### config.mk
export PLATFORM = sky130hd
export DESIGN_NAME = keypad_emulator
export DESIGN_NICKNAME = d
export VERILOG_FILES = /design/src/rtl/keypad_pkg.sv /design/src/rtl/key_fifo.sv /design/src/rtl/keypad_emulator.sv
export SDC_FILE = /design/constraint.sdc
export NUM_CORES = 1
export LEC_CHECK = 0
export CAP_MARGIN = 15
export CORE_MARGIN = 3
export CORE_UTILIZATION = 45
export CTS_BUF_LIST = sky130_fd_sc_hd__clkbuf_16
export DETAILED_ROUTE_END_ITERATION = 8
export PLACE_DENSITY = 0.59
export SKIP_LAST_GASP = 1
export SYNTH_ARGS = -nofsm -noshare
export SYNTH_HDL_FRONTEND = slang
export SYNTH_SLANG_ARGS = --single-unit
### constraint.sdc
create_clock -name clk -period 5.6 [get_ports clk]
set_clock_uncertainty 0.1 [all_clocks]
set_input_delay 1.68 -clock clk [delete_from_list [all_inputs] [get_ports clk]]
set_output_delay 1.68 -clock clk [all_outputs]
set_load 0.01 [all_outputs]
### src/rtl/keypad_pkg.sv
// keypad_pkg: FSM encoding, key_code field positions and row constants shared by keypad emulator and driver.
package keypad_pkg;
    typedef enum logic [2:0] {S_IDLE, S_BOUNCE_IN, S_HOLD, S_BOUNCE_OUT, S_GAP} state_t;
    localparam int ROW_MSB = 3;
    localparam int COL_LSB = 0;
    localparam logic [3:0] ROW_IDLE = 4'b1111;
    function automatic logic [1:0] key_row(input logic [3:0] k);
        return k[ROW_MSB -: 2];
    endfunction
    function automatic logic [1:0] key_col(input logic [3:0] k);
        return k[COL_LSB +: 2];
    endfunction
endpackage

### src/rtl/key_fifo.sv
// key_fifo: power-of-two depth synchronous FIFO with count/full/empty and async active-low reset.
module key_fifo #(
    parameter int DEPTH = 4,
    parameter int W = 4
) (
    input  logic         clk,
    input  logic         reset,
    input  logic         push,
    input  logic         pop,
    input  logic [W-1:0] din,
    output logic [W-1:0] dout,
    output logic         full,
    output logic         empty
);
    localparam int AW = $clog2(DEPTH);
    logic [AW-1:0] wr_q, wr_d, rd_q, rd_d;
    logic [AW:0]   count_q, count_d;
    logic [W-1:0]  mem_q [DEPTH];
    logic          do_push, do_pop;
    assign full    = count_q == (AW+1)'(DEPTH);
    assign empty   = count_q == '0;
    assign do_push = push && !full;
    assign do_pop  = pop && !empty;
    assign dout    = mem_q[rd_q];
    always_comb begin
        wr_d    = do_push ? wr_q + 1'b1 : wr_q;
        rd_d    = do_pop ? rd_q + 1'b1 : rd_q;
        count_d = count_q + (AW+1)'(do_push) - (AW+1)'(do_pop);
    end
    always_ff @(posedge clk or negedge reset) begin
        if (!reset) begin
            wr_q    <= '0;
            rd_q    <= '0;
            count_q <= '0;
        end else begin
            wr_q    <= wr_d;
            rd_q    <= rd_d;
            count_q <= count_d;
        end
    end
    always_ff @(posedge clk) begin
        if (do_push) mem_q[wr_q] <= din;
    end
endmodule

### src/rtl/keypad_emulator.sv
// keypad_emulator: 4x4 matrix keypad responder that replays queued key codes as timed presses with optional bounce.
module keypad_emulator
    import keypad_pkg::*;
#(
    parameter int PRESS_CYCLES  = 25_000_000,
    parameter int GAP_CYCLES    = 25_000_000,
    parameter int BOUNCE_CYCLES = 50_000,
    parameter int BOUNCE_HALF   = 5_000,
    parameter int DEPTH         = 4,
    parameter int CNT_W         = 25
) (
    input  logic       clk,
    input  logic       reset,
    input  logic       key_valid,
    input  logic [3:0] key_code,
    output logic       key_ready,
    input  logic [3:0] col,
    output logic [3:0] fila,
    output logic       busy,
    output logic       key_done
);
    localparam logic [CNT_W-1:0] P_LAST = CNT_W'(PRESS_CYCLES - 1);
    localparam logic [CNT_W-1:0] G_LAST = CNT_W'(GAP_CYCLES - 1);
    localparam logic [CNT_W-1:0] B_LAST = CNT_W'(BOUNCE_CYCLES - 1);
    localparam logic [CNT_W-1:0] H_LAST = CNT_W'(BOUNCE_HALF - 1);
    state_t           state_q, state_d;
    logic [CNT_W-1:0] cnt_q, cnt_d, hcnt_q, hcnt_d;
    logic [3:0]       cur_key_q, cur_key_d, head;
    logic             contact_q, contact_d, key_done_q, key_done_d, busy_q, busy_d;
    logic             push, pop, full, empty, wrap;
    key_fifo #(.DEPTH(DEPTH), .W(4)) u_fifo (
        .clk(clk), .reset(reset), .push(push), .pop(pop), .din(key_code),
        .dout(head), .full(full), .empty(empty)
    );
    assign key_ready = !full;
    assign push      = key_valid && key_ready;
    assign busy      = busy_q;
    assign key_done  = key_done_q;
    assign wrap      = hcnt_q == H_LAST;
    // Zero-latency switch: only the pressed key's column can pull its row low.
    assign fila = (contact_q && !col[key_col(cur_key_q)]) ? ~(4'b0001 << key_row(cur_key_q)) : ROW_IDLE;
    always_comb begin
        state_d    = state_q;
        cnt_d      = cnt_q + 1'b1;
        hcnt_d     = wrap ? '0 : hcnt_q + 1'b1;
        contact_d  = contact_q;
        cur_key_d  = cur_key_q;
        key_done_d = 1'b0;
        pop        = 1'b0;
        case (state_q)
            S_IDLE: begin
                cnt_d     = '0;
                hcnt_d    = '0;
                contact_d = 1'b0;
                if (!empty) begin
                    pop       = 1'b1;
                    cur_key_d = head;
                    contact_d = 1'b1;
                    state_d   = (BOUNCE_CYCLES == 0) ? S_HOLD : S_BOUNCE_IN;
                end
            end
            S_BOUNCE_IN: begin
                contact_d = contact_q ^ wrap;
                if (cnt_q == B_LAST) begin
                    state_d   = S_HOLD;
                    cnt_d     = '0;
                    contact_d = 1'b1;
                end
            end
            S_HOLD: begin
                if (cnt_q == P_LAST) begin
                    state_d   = (BOUNCE_CYCLES == 0) ? S_GAP : S_BOUNCE_OUT;
                    cnt_d     = '0;
                    hcnt_d    = '0;
                    contact_d = 1'b0;
                end
            end
            S_BOUNCE_OUT: begin
                contact_d = contact_q ^ wrap;
                if (cnt_q == B_LAST) begin
                    state_d   = S_GAP;
                    cnt_d     = '0;
                    contact_d = 1'b0;
                end
            end
            S_GAP: begin
                if (cnt_q == G_LAST) begin
                    state_d    = S_IDLE;
                    cnt_d      = '0;
                    key_done_d = 1'b1;
                end
            end
            default: state_d = S_IDLE;
        endcase
        busy_d = (state_q != S_IDLE) || !empty || push;
    end
    always_ff @(posedge clk or negedge reset) begin
        if (!reset) begin
            state_q    <= S_IDLE;
            cnt_q      <= '0;
            hcnt_q     <= '0;
            contact_q  <= 1'b0;
            cur_key_q  <= '0;
            key_done_q <= 1'b0;
            busy_q     <= 1'b0;
        end else begin
            state_q    <= state_d;
            cnt_q      <= cnt_d;
            hcnt_q     <= hcnt_d;
            contact_q  <= contact_d;
            cur_key_q  <= cur_key_d;
            key_done_q <= key_done_d;
            busy_q     <= busy_d;
        end
    end
endmodule

=== Word level (Yosys, flattened, before mapping) ===
Memories as Yosys holds them, arrays and structs flattened. A register that Yosys moved wholly into a read port is not among the register bits.
Cells that the tools add are included.

* Order comparisons: 1
* Eq/ne operators: 13
* Multiplexer cells: 25
* Reductions and logical operators: 19
* Shifts and indexed selects: 1
* Bitwise operators: 3
* $add $sub $neg: 6

{| class="wikitable"
|+ Operator list
! operator !! number
|-
| 2-to-1 mux 25 bit || 4
|-
| one-hot mux 25 bit (3 select lines) || 1
|-
| adder 25 x 1 -> 25 bit, second input constant || 2
|-
| one-hot mux 25 bit (2 select lines) || 1
|-
| == test 25 x 13 -> 1 bit, second input constant || 1
|-
| == test 25 x 16 -> 1 bit, second input constant || 1
|-
| == test 25 bit, second input constant || 1
|-
| 2-to-1 mux 3 bit || 5
|-
| one-hot mux 3 bit (5 select lines) || 1
|-
| 2-to-1 mux 1 bit || 10
|-
| inequality test 2 bit, second input constant || 5
|-
| == test 3 x 2 -> 1 bit, second input constant || 2
|-
| == test 3 bit, second input constant || 2
|-
| logical NOT 3 bit || 2
|-
| AND reduction 5 bit || 1
|-
| adder 2 x 1 -> 2 bit, second input constant || 2
|-
| logical AND 1 bit || 4
|-
| logical NOT 1 bit || 4
|-
| 2-to-1 mux 4 bit || 1
|-
| NOT 4 bit || 1
|-
| one-hot mux 1 bit (4 select lines) || 1
|-
| AND reduction 2 bit || 2
|-
| nonzero test 4 bit || 1
|-
| OR reduction 2 bit || 2
|-
| 10 further kinds || 11
|}

* Input port bits: 11
* Output and inout bits: 7
* Memories: 1
* Register bits after elaboration: 63
* RAM bits: 16

{| class="wikitable"
|+ Memory list
! name !! depth !! bits a word !! rd ports !! clocked after memory_dff !! write ports !! line !! source
|-
| u_fifo.mem_q || 4 || 4 || 1 || 1 || 1 || key_fifo.sv:18 || <nowiki>logic [W-1:0] mem_q [DEPTH];</nowiki>
|}

=== Logic depth before layout (Yosys ltp) ===
Gate-level depths: netlist (run 1).

* Word-level depth: 6
* Gate-level depth with buffers: 10
* Gate-level depth less buffers: 9

=== Cells and area by module ===
Synthesis (run 1) repeated with hierarchy kept, for this count alone.

* Cells, all modules: 386
* Area, all modules: 4,314.1 um^2

{| class="wikitable"
|+ Modules (own cells, without submodules)
! module !! seq. area each (um^2) !! times used !! cells each !! area an instance (um^2)
|-
| keypad_emulator || 1,501.4 || 1 || 323 || 3,259.4
|-
| key_fifo || 655.6 || 1 || 63 || 1,054.8
|}

=== Worst setup path after synthesis (run 1) ===
No wires, ideal clock.

* Path kind: input to output
* From: input port col[3]
* To: output port fila[0]
* Path slack: 1,258 ps
* Required time: 3,820 ps
* Buffers on the path: 0
* Data arrival time: 2,562 ps
* Stages: 4
* Cell sequence: mux4_2 > nor2b_1 > nor2b_1 > nand2b_1

* Longest elaborated chain between the ends: 5

{| class="wikitable"
|+ Ends and longest elaborated chain
! item !! line !! source
|-
| from (decl) || keypad_emulator.sv:17 || <nowiki>input logic [3:0] col,</nowiki>
|-
| binary-select mux 1 bit (select 2 bit) || keypad_emulator.sv:41 || <nowiki>assign fila = (contact_q && !col[key_col(cur_key_q)]) ? ~(4'b0001 << key_row(cur_key_q)) : ROW_IDLE;</nowiki>
|-
| 2-to-1 mux 1 bit (implied by the code) || keypad_emulator.sv:41 ||
|-
| logical NOT 1 bit || keypad_emulator.sv:41 ||
|-
| logical AND 1 bit || keypad_emulator.sv:41 ||
|-
| 2-to-1 mux 4 bit || keypad_emulator.sv:41 ||
|-
| to (decl) || keypad_emulator.sv:18 || <nowiki>output logic [3:0] fila,</nowiki>
|}

Every way passes these cells. The select of a mux whose other input is x is not followed.

=== Worst setup path after layout (run 1) ===
* From: input port col[2]
* To: output port fila[2]

Same word-level chain as after synthesis.

==> results of run 1 <==
==> cells by family (layout without fill, tap and decap cells) <==
| group | Yosys count | count (layout) | share of synthesized area, % |
|---|---|---|---|
| buf+inv | 23 | 50 | 2.577 |
| xor+xnor | 52 | 52 | 11.30 |
| mux | 9 | 9 | 3.912 |
| flops | 83 | 83 | 53.52 |
| compound gates | 14 | 14 | 3.229 |
| simple gates | 176 | 176 | 22.48 |
| fa+ha+maj | 9 | 9 | 2.981 |
==> registers in the layout, indices dropped and copies added, names as in the netlist, 2 cells and up <==
name,flops
u_fifo.count_q,3
u_fifo.mem_q,16
cur_key_q,4
u_fifo.wr_q,2
hcnt_q,25
u_fifo.rd_q,2
cnt_q,25
state_q,3
==> where the power goes <==
group / switching (mW) / internal [mW]
Clock: 0.232 / 0.344
Sequential: 0.109 / 0.732
Combinational: 0.181 / 0.193
Total: 0.522 / 1.27
==> routing by layer <==
layer	routed length [µm]	up-vias	global-route usage [%]
li1	-	1326	-
met3	193	9	3.529
met4	99	0	5.596
met5	0	-	0
met1	3707	1273	22.79
met2	3193	38	24.05
==> worst register-to-register path: stages (launching register included) <==
cell,delay [ns]
dfrtp_1,0.48
or3_1,0.49
nor2_1,0.55
ha_1,0.35
inv_1,0.06
ha_1,0.13
inv_1,0.05
fa_1,0.37
xnor2_1,0.15
xnor2_1,0.12
==> worst max-delay path by stage <==
stage	startpoint	to	slack, ns	depth (start not counted)
after floorplan	col[3]	fila[0]	1.26	4
after global placement	col[3]	fila[2]	0.40	6
after detailed placement	col[2]	fila[2]	0.36	6
after CTS	col[3]	fila[2]	0.36	6
after global routing	col[3]	fila[0]	0.25	6
final	col[2]	fila[2]	0.37	6
==> synthesized netlist by cell type, drive strengths merged <==
| master | count | share of area, % |
|---|---|---|
| xor2 | 25 | 5.4 |
| dfrtp | 67 | 42 |
| a311oi | 1 | 0.22 |
| nor2b | 2 | 0.31 |
| a211o | 2 | 0.43 |
| a31oi | 1 | 0.16 |
| mux2 | 4 | 1.1 |
| nand2 | 19 | 1.8 |
| nand2b | 2 | 0.31 |
| edfxtp | 16 | 12 |
| nand4 | 15 | 2.3 |
| nand3b | 1 | 0.19 |
| nor4 | 14 | 2.5 |
| a21boi | 1 | 0.19 |
| nand3 | 23 | 2.9 |
| and3 | 10 | 1.6 |
| or2 | 3 | 0.53 |
| a211oi | 1 | 0.19 |
| a2111o | 1 | 0.28 |
| o21ba | 1 | 0.25 |
| or4 | 3 | 0.75 |
| a21oi | 1 | 0.12 |
| xnor2 | 27 | 5.9 |
| fa | 1 | 0.50 |
| mux4 | 5 | 2.8 |
| o31ai | 1 | 0.53 |
| or4b | 1 | 0.25 |
| and2 | 3 | 0.47 |
| or3 | 3 | 0.47 |
| ha | 8 | 2.5 |
| inv | 14 | 1.3 |
| o32ai | 1 | 0.22 |
| o2111ai | 1 | 0.22 |
| o21ai | 1 | 0.12 |
| clkbuf | 4 | 0.37 |
| o211ai | 1 | 0.31 |
| nor2 | 65 | 6.1 |
| nor3 | 7 | 0.99 |
| buf | 5 | 0.90 |
| nor4b | 1 | 0.22 |
| and4 | 4 | 0.90 |
==> stage by stage <==
step	hold slack (ns)	setup slack, ns
global placement	0.3473	0.4037
detailed placement	0.3796	0.3619
CTS	0.3857	0.3604
finish	0.3739	0.3744
floorplan	0.3329	1.258
global route	0.4099	0.2516
==> layout make-up <==
cell class | instances | area, µm²
multi-input cells | 260 | 1769
fillers | 732 | 3875
inverters | 14 | 52.55
repair buffers | 20 | 185.2
clock inverters | 7 | 68.82
flip-flops and latches | 83 | 2157
clock buffers | 9 | 225.2
well taps | 105 | 131.4
==> flow_metrics.py, run 1 <==
metrics = {
    "outcome": {
        "outcome": "finished clean",
    },
    "timing": {
        "slew_violations": 0,
        "finalCriticalPeriod_ns": 5.226,
        "max_slew_margin_pct": 27.23,
        "tightest_slew_ns": 1.088,
        "finalSetupViolations": 0,
        "final_hold_viol_count": 0,
        "period_share_pct": 93.31,
        "fmax_mhz": 191.4,
        "fin_tns_setup_ns": 0,
        "rsz0062_at_grt": "false",
    },
    "worst_setup_path": {
        "startpoint_type": "primary input",
        "crit_slowest_cell": "clkdlybuf4s50_1",
        "cpLargestDelayFamily": "buffers and inverters",
        "cp.required_ns": 3.82,
        "worstReg2RegStart": "state_q[0]",
        "r2r_setup_slack_ns": 2.64,
        "worst-setup-path-type": "primary input to output port",
        "worstPathMaxFanout": 3,
        "critPathBufInv": 2,
        "reg2regPathDepth": 9,
        "slowest_delay_ns": 0.48,
        "cp_cell_sequence": "clkdlybuf4s50_1 > mux4_2 > nor2b_1 > nor2b_1 > nand2_1 > clkdlybuf4s50_1",
        "worstPathArrival_ns": 3.45,
        "worstReg2RegEnd": "u_fifo.count_q[2]",
        "end_kind": "output port",
    },
    "drt": {
        "num_vias": 2646,
        "first_pass_iters": 4,
        "drt-total-wl_um": 7194,
        "ant_nets": 0,
        "wl_per_cell_um": 14.45,
        "vias_per_cell": 5.313,
        "drcViolationCount": 0,
        "detail_route.iter0.violations": 91,
    },
    "floorplanning": {
        "core-area_mm2": 0.008464,
        "ioPinCount": 18,
        "fp-row-count": 33,
        "die_h_um": 100.6,
        "dieArea_mm2": 0.01013,
        "fp.dieW_um": 100.6,
        "start_util_pct": 47.61,
    },
    "job": {
        "cap_viol_max_count": 0,
    },
    "clocking": {
        "path_clk_slew_ns": 0.06,
        "cts_max_level": 3,
        "ctsHoldBuffers": 0,
        "cts_buffers": 9,
        "post_cts_resized": 0,
        "post_cts_buffers": 0,
        "clock-sinks": 83,
        "clock_path_buffers": 2,
        "cts_tree": "built",
        "cts_root_buf": "clkbuf_16",
        "clk_latency_ns": 0.33,
    },
    "global_routing": {
        "grt.overflow.total": 0,
        "grt_pass1_wl_um": 12950,
        "grt_max_degree": 42,
        "antenna_found_initial": 0,
        "gr-usage-all-layers_pct": 15.98,
        "grt_pass1_vias": 2657,
    },
    "logic_synthesis": {
        "synth.avg_cell_area_um2": 11.01,
        "synth_cell_types": 49,
        "synthesis.area_mm2": 0.004030,
        "yosys_warnings": 0,
        "yosysSeqAreaShare_pct": 53.52,
        "synthCells": 366,
        "synth.ff_latch_count": 83,
        "syn-num-nets": 386,
    },
    "finish": {
        "final_util_pct": 54.22,
        "final_common_cell": "dfrtp_1",
        "area_delta_synth_final_pct": 13.88,
        "n_antenna_cell": 0,
        "mostFrequentLayoutCells": "dfrtp_1 (67), nor2_1 (65), xnor2_1 (27)",
        "design_area_mm2": 0.004589,
        "stdcell_count": 498,
        "drive_above_1_share_pct": 9.415,
        "final_nets": 408,
    },
    "worst_hold_path": {
        "hold_path_end": "cnt_q[0]",
        "worst_hold_path_type": "flop to flop",
        "worstHoldStart": "cnt_q[0]",
        "whs_path_depth": 1,
    },
    "placement": {
        "place_area_mm2": 0.004290,
        "place_hpwl_um": 4996,
        "dp.cells": 481,
        "gp_congestion": 0.7984,
        "io_buffers": 17,
    },
    "pwr": {
        "ir_worst_vdd_uv": 203.8,
        "totalPowerFinal_mw": 1.790,
        "powerDensity_mw_per_mm2": 390.0,
        "leakagePower_nw": 1.913,
    },
}
No activity file was read; power rests on OpenSTA's default activity.
==> run 2, diff against run 1 <==
- CORE_UTILIZATION: 45 -> 55
- PLACE_DENSITY: 0.59 -> 0.71
==> flow_metrics.py, run 2 (synthesis gave the netlist of run 1 again) <==
metrics = {
    "outcome": {
        "outcome": "finished clean",
    },
    "clocking": {
        "ctsHoldBuffers": 0,
        "cts_max_level": 3,
        "path_clk_slew_ns": 0.06,
        "clock-sinks": 83,
        "cts_root_buf": "clkbuf_16",
        "clock_path_buffers": 2,
        "post_cts_resized": 0,
        "clk_latency_ns": 0.33,
        "cts_buffers": 9,
        "cts_tree": "built",
        "post_cts_buffers": 0,
    },
    "timing": {
        "tightest_slew_ns": 1.027,
        "final_hold_viol_count": 0,
        "max_slew_margin_pct": 31.31,
        "fin_tns_setup_ns": 0,
        "finalCriticalPeriod_ns": 5.315,
        "slew_violations": 0,
        "hold_slack_ns": 0.3570,
        "fmax_mhz": 188.2,
        "finalSetupViolations": 0,
        "worst_slack_ns": 0.2851,
        "period_share_pct": 94.91,
        "rsz0062_at_grt": "false",
    },
    "pwr": {
        "powerDensity_mw_per_mm2": 395.4,
        "ir_worst_vdd_uv": 249.0,
        "leakagePower_nw": 1.912,
        "totalPowerFinal_mw": 1.812,
    },
    "worst_setup_path": {
        "worstPathArrival_ns": 3.53,
        "reg2regPathDepth": 9,
        "end_kind": "output port",
        "slowest_delay_ns": 0.48,
        "startpoint_type": "primary input",
        "crit_slowest_cell": "clkdlybuf4s50_1",
        "worstPathMaxFanout": 3,
        "worst-setup-path-type": "primary input to output port",
        "cp.required_ns": 3.82,
        "cp_cell_sequence": "clkdlybuf4s50_1 > mux4_2 > nor2b_1 > nor2b_1 > nand2b_1 > clkdlybuf4s50_1",
    },
    "drt": {
        "num_vias": 2704,
        "wl_per_cell_um": 15.24,
        "vias_per_cell": 5.530,
        "first_pass_iters": 4,
        "ant_nets": 0,
        "detail_route.iter0.violations": 99,
        "drt-total-wl_um": 7451,
        "drcViolationCount": 0,
    },
    "finish": {
        "final_util_pct": 66.00,
        "area_delta_synth_final_pct": 13.72,
        "n_antenna_cell": 0,
        "reg_top3": "cnt_q (25), hcnt_q (25), u_fifo.mem_q (16)",
        "final_nets": 408,
        "drive_above_1_share_pct": 9.669,
        "final_common_cell": "dfrtp_1",
        "mostFrequentLayoutCells": "dfrtp_1 (67), nor2_1 (65), xnor2_1 (27)",
        "stdcell_count": 489,
        "design_area_mm2": 0.004583,
    },
    "global_routing": {
        "grt_pass1_wl_um": 13230,
        "antenna_found_initial": 0,
        "grt_max_degree": 43,
        "grt_pass1_vias": 2817,
        "gr-usage-all-layers_pct": 19.79,
        "grt.overflow.total": 0,
    },
    "placement": {
        "place_hpwl_um": 5039,
        "place_area_mm2": 0.004272,
        "gp_congestion": 0.8411,
        "preCtsSetupSlack_ns": 0.3106,
        "io_buffers": 17,
        "dp.cells": 471,
    },
    "floorplanning": {
        "fp-row-count": 30,
        "ioPinCount": 18,
        "core-area_mm2": 0.006944,
        "die_h_um": 91.60,
        "fp.dieW_um": 91.60,
        "dieArea_mm2": 0.008391,
        "start_util_pct": 58.04,
    },
    "job": {
        "cap_viol_max_count": 0,
    },
    "worst_hold_path": {
        "whs_path_depth": 1,
        "worst_hold_path_type": "flop to flop",
    },
}
==> run 2: cell types whose count changed in the layout (fill, tap and decap cells not counted) <==
cell	delta
buf_2	+1
buf_4	-1
clkinv_4	+1
inv_1	-1
inv_4	-1
inv_6	+1
==> run 2: critical path, delay by kind of cell <==
| family | cells | cell delay, ns |
|---|---|---|
| buffers and inverters | 2 | 0.90 |
| AND/OR/NAND/NOR | 3 | 0.48 |
| multiplexers | 1 | 0.47 |
==> run 2: final cells by class <==
cell class                      count  area (µm²)
Clock inverter                      7       76.32
Inverter                           14       52.55
Fill cell                         538        2361
Sequential cell                    83        2157
Tap cell                           96       120.1
Clock buffer                        9       225.2
Timing Repair Buffer               20       182.7
Multi-Input combinational cell    260        1769
==> run 2: power breakdown <==
part           internal (mW)  total (mW)  switching, mW
combinational          0.194       0.380          0.186
clock                  0.347       0.588          0.240
sequential             0.732       0.845          0.113
total                   1.27        1.81          0.539
==> run 2: path summary, 6_finish.rpt <==
kind | startpoint | slack (ns) | end
worst max-delay path | col[3] | 0.29 | fila[0]
worst min-delay path | cnt_q[0] | 0.36 | cnt_q[0]
worst max register to register | state_q[0] | 2.61 | u_fifo.count_q[2]
worst min register to register | cnt_q[0] | 0.36 | cnt_q[0]
max in group asynchronous | reset | 3.13 | hcnt_q[22]
min in group asynchronous | reset | 1.39 | cnt_q[0]
==> run 2: routing by layer <==
layer	track usage [%]	vias to the layer above	wire, µm
li1	-	1329	-
met1	26.87	1329	3547
met5	0	-	0
met2	31.59	36	3570
met3	4.225	10	235
met4	6.784	0	97
==> run 3, diff against run 2 <==
- ABC_AREA: default -> 1
- GPL_TIMING_DRIVEN: default -> 0
- PLACE_DENSITY: 0.71 -> 0.7
==> flow_metrics.py, run 3 <==
metrics = {
    "clocking": {
        "post_cts_resized": 0,
        "ctsHoldBuffers": 0,
        "post_cts_buffers": 0,
        "path_clk_slew_ns": 0.06,
        "cts_root_buf": "clkbuf_16",
        "clk_latency_ns": 0.34,
        "cts_buffers": 9,
        "clock_path_buffers": 2,
        "cts_max_level": 3,
        "cts_tree": "built",
        "clock-sinks": 83,
    },
    "logic_synthesis": {
        "async_reset_ff_share_pct": 80.72,
        "synthCells": 589,
        "yosys.area.top_type": "dfrtp_1",
        "synthesis.area_mm2": 0.004652,
        "synth.ff_latch_count": 83,
        "synth.most_common_cell": "nand2_1",
        "synth_area_leaders": "dfrtp_1 (36%), edfxtp_1 (10%), nand2_1 (9.8%)",
        "synth_common_cells": "nand2_1 (122), nor2_1 (120), inv_1 (77)",
        "syn-num-nets": 609,
        "synth_top_area_share_pct": 36.04,
        "synth_edf_count": 16,
        "yosys_warnings": 0,
        "ys_dominant_reg_cell": "dfrtp_1",
        "synth_cell_types": 34,
        "synth.avg_cell_area_um2": 7.898,
        "yosysSeqAreaShare_pct": 46.37,
    },
    "timing": {
        "final_hold_viol_count": 0,
        "tightest_slew_ns": 0.8320,
        "fin_tns_setup_ns": 0,
        "max_slew_margin_pct": 44.54,
        "slew_violations": 0,
        "hold_slack_ns": 0.3801,
        "period_share_pct": 87.59,
        "finalSetupViolations": 0,
        "rsz0062_at_grt": "false",
        "fmax_mhz": 203.9,
        "finalCriticalPeriod_ns": 4.905,
    },
    "global_routing": {
        "grt_max_degree": 68,
        "grt_pass1_wl_um": 17210,
        "grt_pass1_vias": 3857,
        "gr-usage-all-layers_pct": 22.02,
        "grt.overflow.total": 0,
        "antenna_found_initial": 0,
    },
    "finish": {
        "final_util_pct": 65.86,
        "drive_above_1_share_pct": 9.325,
        "n_antenna_cell": 0,
        "mostFrequentLayoutCells": "nand2_1 (122), nor2_1 (120), inv_1 (77)",
        "fillers": 685,
        "stdcell_count": 724,
        "area_delta_synth_final_pct": 12.80,
        "final_nets": 637,
        "reg_top3": "cnt_q (25), hcnt_q (25), u_fifo.mem_q (16)",
        "final_common_cell": "nand2_1",
    },
    "pwr": {
        "powerDensity_mw_per_mm2": 270.9,
        "clkPwrFrac_pct": 42.4,
        "combinationalPowerShare_pct": 9.5,
        "ir_worst_vdd_uv": 190.5,
        "net-switching-power_mw": 0.3583,
        "switching_share_pct": 25.20,
        "cellInternalPower_mw": 1.063,
        "pwr-share-seq_pct": 48.1,
        "leakagePower_nw": 2.273,
    },
    "drt": {
        "vias_per_cell": 5.173,
        "drt-total-wl_um": 9914,
        "top_layer_used": "met4",
        "first_pass_iters": 5,
        "ant_nets": 0,
        "num_vias": 3745,
        "drcViolationCount": 0,
        "dr_wl_met2_um": 4637,
        "routed-wl-met3_um": 390,
        "detail_route.iter0.violations": 166,
        "wl_met1_um": 4674,
        "wl_per_cell_um": 13.69,
    },
    "worst_setup_path": {
        "r2r_setup_slack_ns": 2.97,
        "cp-startpoint": "col[0]",
        "crit_top_cell": "clkdlybuf4s50_1",
        "worstReg2RegEnd": "u_fifo.count_q[1]",
        "worst-setup-path-type": "primary input to output port",
        "cp.required_ns": 3.82,
        "worstPathArrival_ns": 3.13,
        "startpoint_type": "primary input",
        "crit_slowest_cell": "clkdlybuf4s50_1",
        "worstReg2RegStart": "u_fifo.count_q[1]",
        "end_kind": "output port",
        "slowest_delay_ns": 0.53,
        "worstPathMaxFanout": 2,
        "cp_cell_sequence": "clkdlybuf4s50_1 > o21ai_0 > o221ai_1 > nor2_1 > nand2_1 > clkdlybuf4s50_1",
        "cp-endpoint": "fila[2]",
        "reg2regPathDepth": 9,
    },
    "placement": {
        "io_buffers": 17,
        "dp.cells": 708,
        "gp_congestion": 0.9161,
        "place_hpwl_um": 7245,
    },
    "floorplanning": {
        "fp.dieW_um": 97.97,
        "dieArea_mm2": 0.009597,
        "core-area_mm2": 0.007968,
        "start_util_pct": 58.39,
        "die_h_um": 97.97,
        "fp-row-count": 32,
        "ioPinCount": 18,
    },
    "worst_hold_path": {
        "worst_hold_path_type": "flop to flop",
    },
    "job": {
        "cap_viol_max_count": 0,
    },
    "outcome": {
        "outcome": "finished clean",
    },
}
-- run 3: changes by cell type after synthesis, sizes merged, moves of 5 or more --
cell / previous run / this run
xnor2: 27 / 11
nor2: 65 / 146
nor4: 14 / 2
nand4: 15 / 10
nand3: 23 / 45
inv: 14 / 78
mux4: 5 / 0
and3: 10 / 0
nor3: 7 / 15
o21ai: 1 / 17
nand2: 19 / 128
-- run 3: layout make-up --
cell class                      instances  area (µm²)  share of cell area (%)
Inverter                               78       295.3                   5.627
Buffer                                  6       55.05                   1.049
Multi-Input combinational cell        422        2145                   40.87
Tap cell                              102       127.6                   2.432
Sequential cell                        83        2157                   41.11
Clock inverter                          7       75.07                   1.431
Timing Repair Buffer                   17       167.7                   3.195
Clock buffer                            9       225.2                   4.292
-- run 3: through the flow --
step,power [mW],setup slack (ns),area [µm²]
4_1_cts,1.431,0.6779,5248
3_3_place_gp,0.8241,0.5678,4950
3_5_place_dp,0.8307,0.6844,4947
6_report,1.422,0.6949,5248
5_1_grt,1.485,0.5851,5248
2_1_floorplan,0.7786,1.644,4652
-- run 3: layer usage --
metal	vias up	global-route usage, %
met1	1732	29.46
met3	19	4.214
met5	-	0
li1	1909	-
met4	0	9.265
met2	85	35.18
-- run 3: logic make-up after synthesis --
family / count (synthesis) / synth area share [%]
compound gates: 30 / 4.142
xor+xnor: 35 / 6.589
fa+ha+maj: 9 / 2.582
buf+inv: 84 / 7.531
flops: 83 / 46.37
simple gates: 348 / 32.79
-- run 3: critical path, delay by kind of cell --
family / cells / cell delay (ns)
compound gates: 2 / 0.30
buf+inv: 2 / 0.98
simple gates: 2 / 0.15
-- run 3: power by group through the flow --
stage / registers [mW] / clock network [mW] / logic [mW]
6_report: 0.684 / 0.603 / 0.135
5_1_grt: 0.690 / 0.636 / 0.159
4_1_cts: 0.683 / 0.611 / 0.137
3_5_place_dp: 0.695 / 0 / 0.136
3_3_place_gp: 0.693 / 0 / 0.131
2_1_floorplan: 0.690 / 0 / 0.0881
-- run 3: worst min-delay path by stage --
stage	from	to	slack [ns]	cells past startpoint
after global placement	hcnt_q[0]	hcnt_q[0]	0.37	1
after global routing	hcnt_q[0]	hcnt_q[0]	0.43	1
after floorplan	hcnt_q[0]	hcnt_q[0]	0.35	1
after detailed placement	hcnt_q[0]	hcnt_q[0]	0.38	1
after CTS	hcnt_q[0]	hcnt_q[0]	0.38	1
final	hcnt_q[0]	hcnt_q[0]	0.38	1
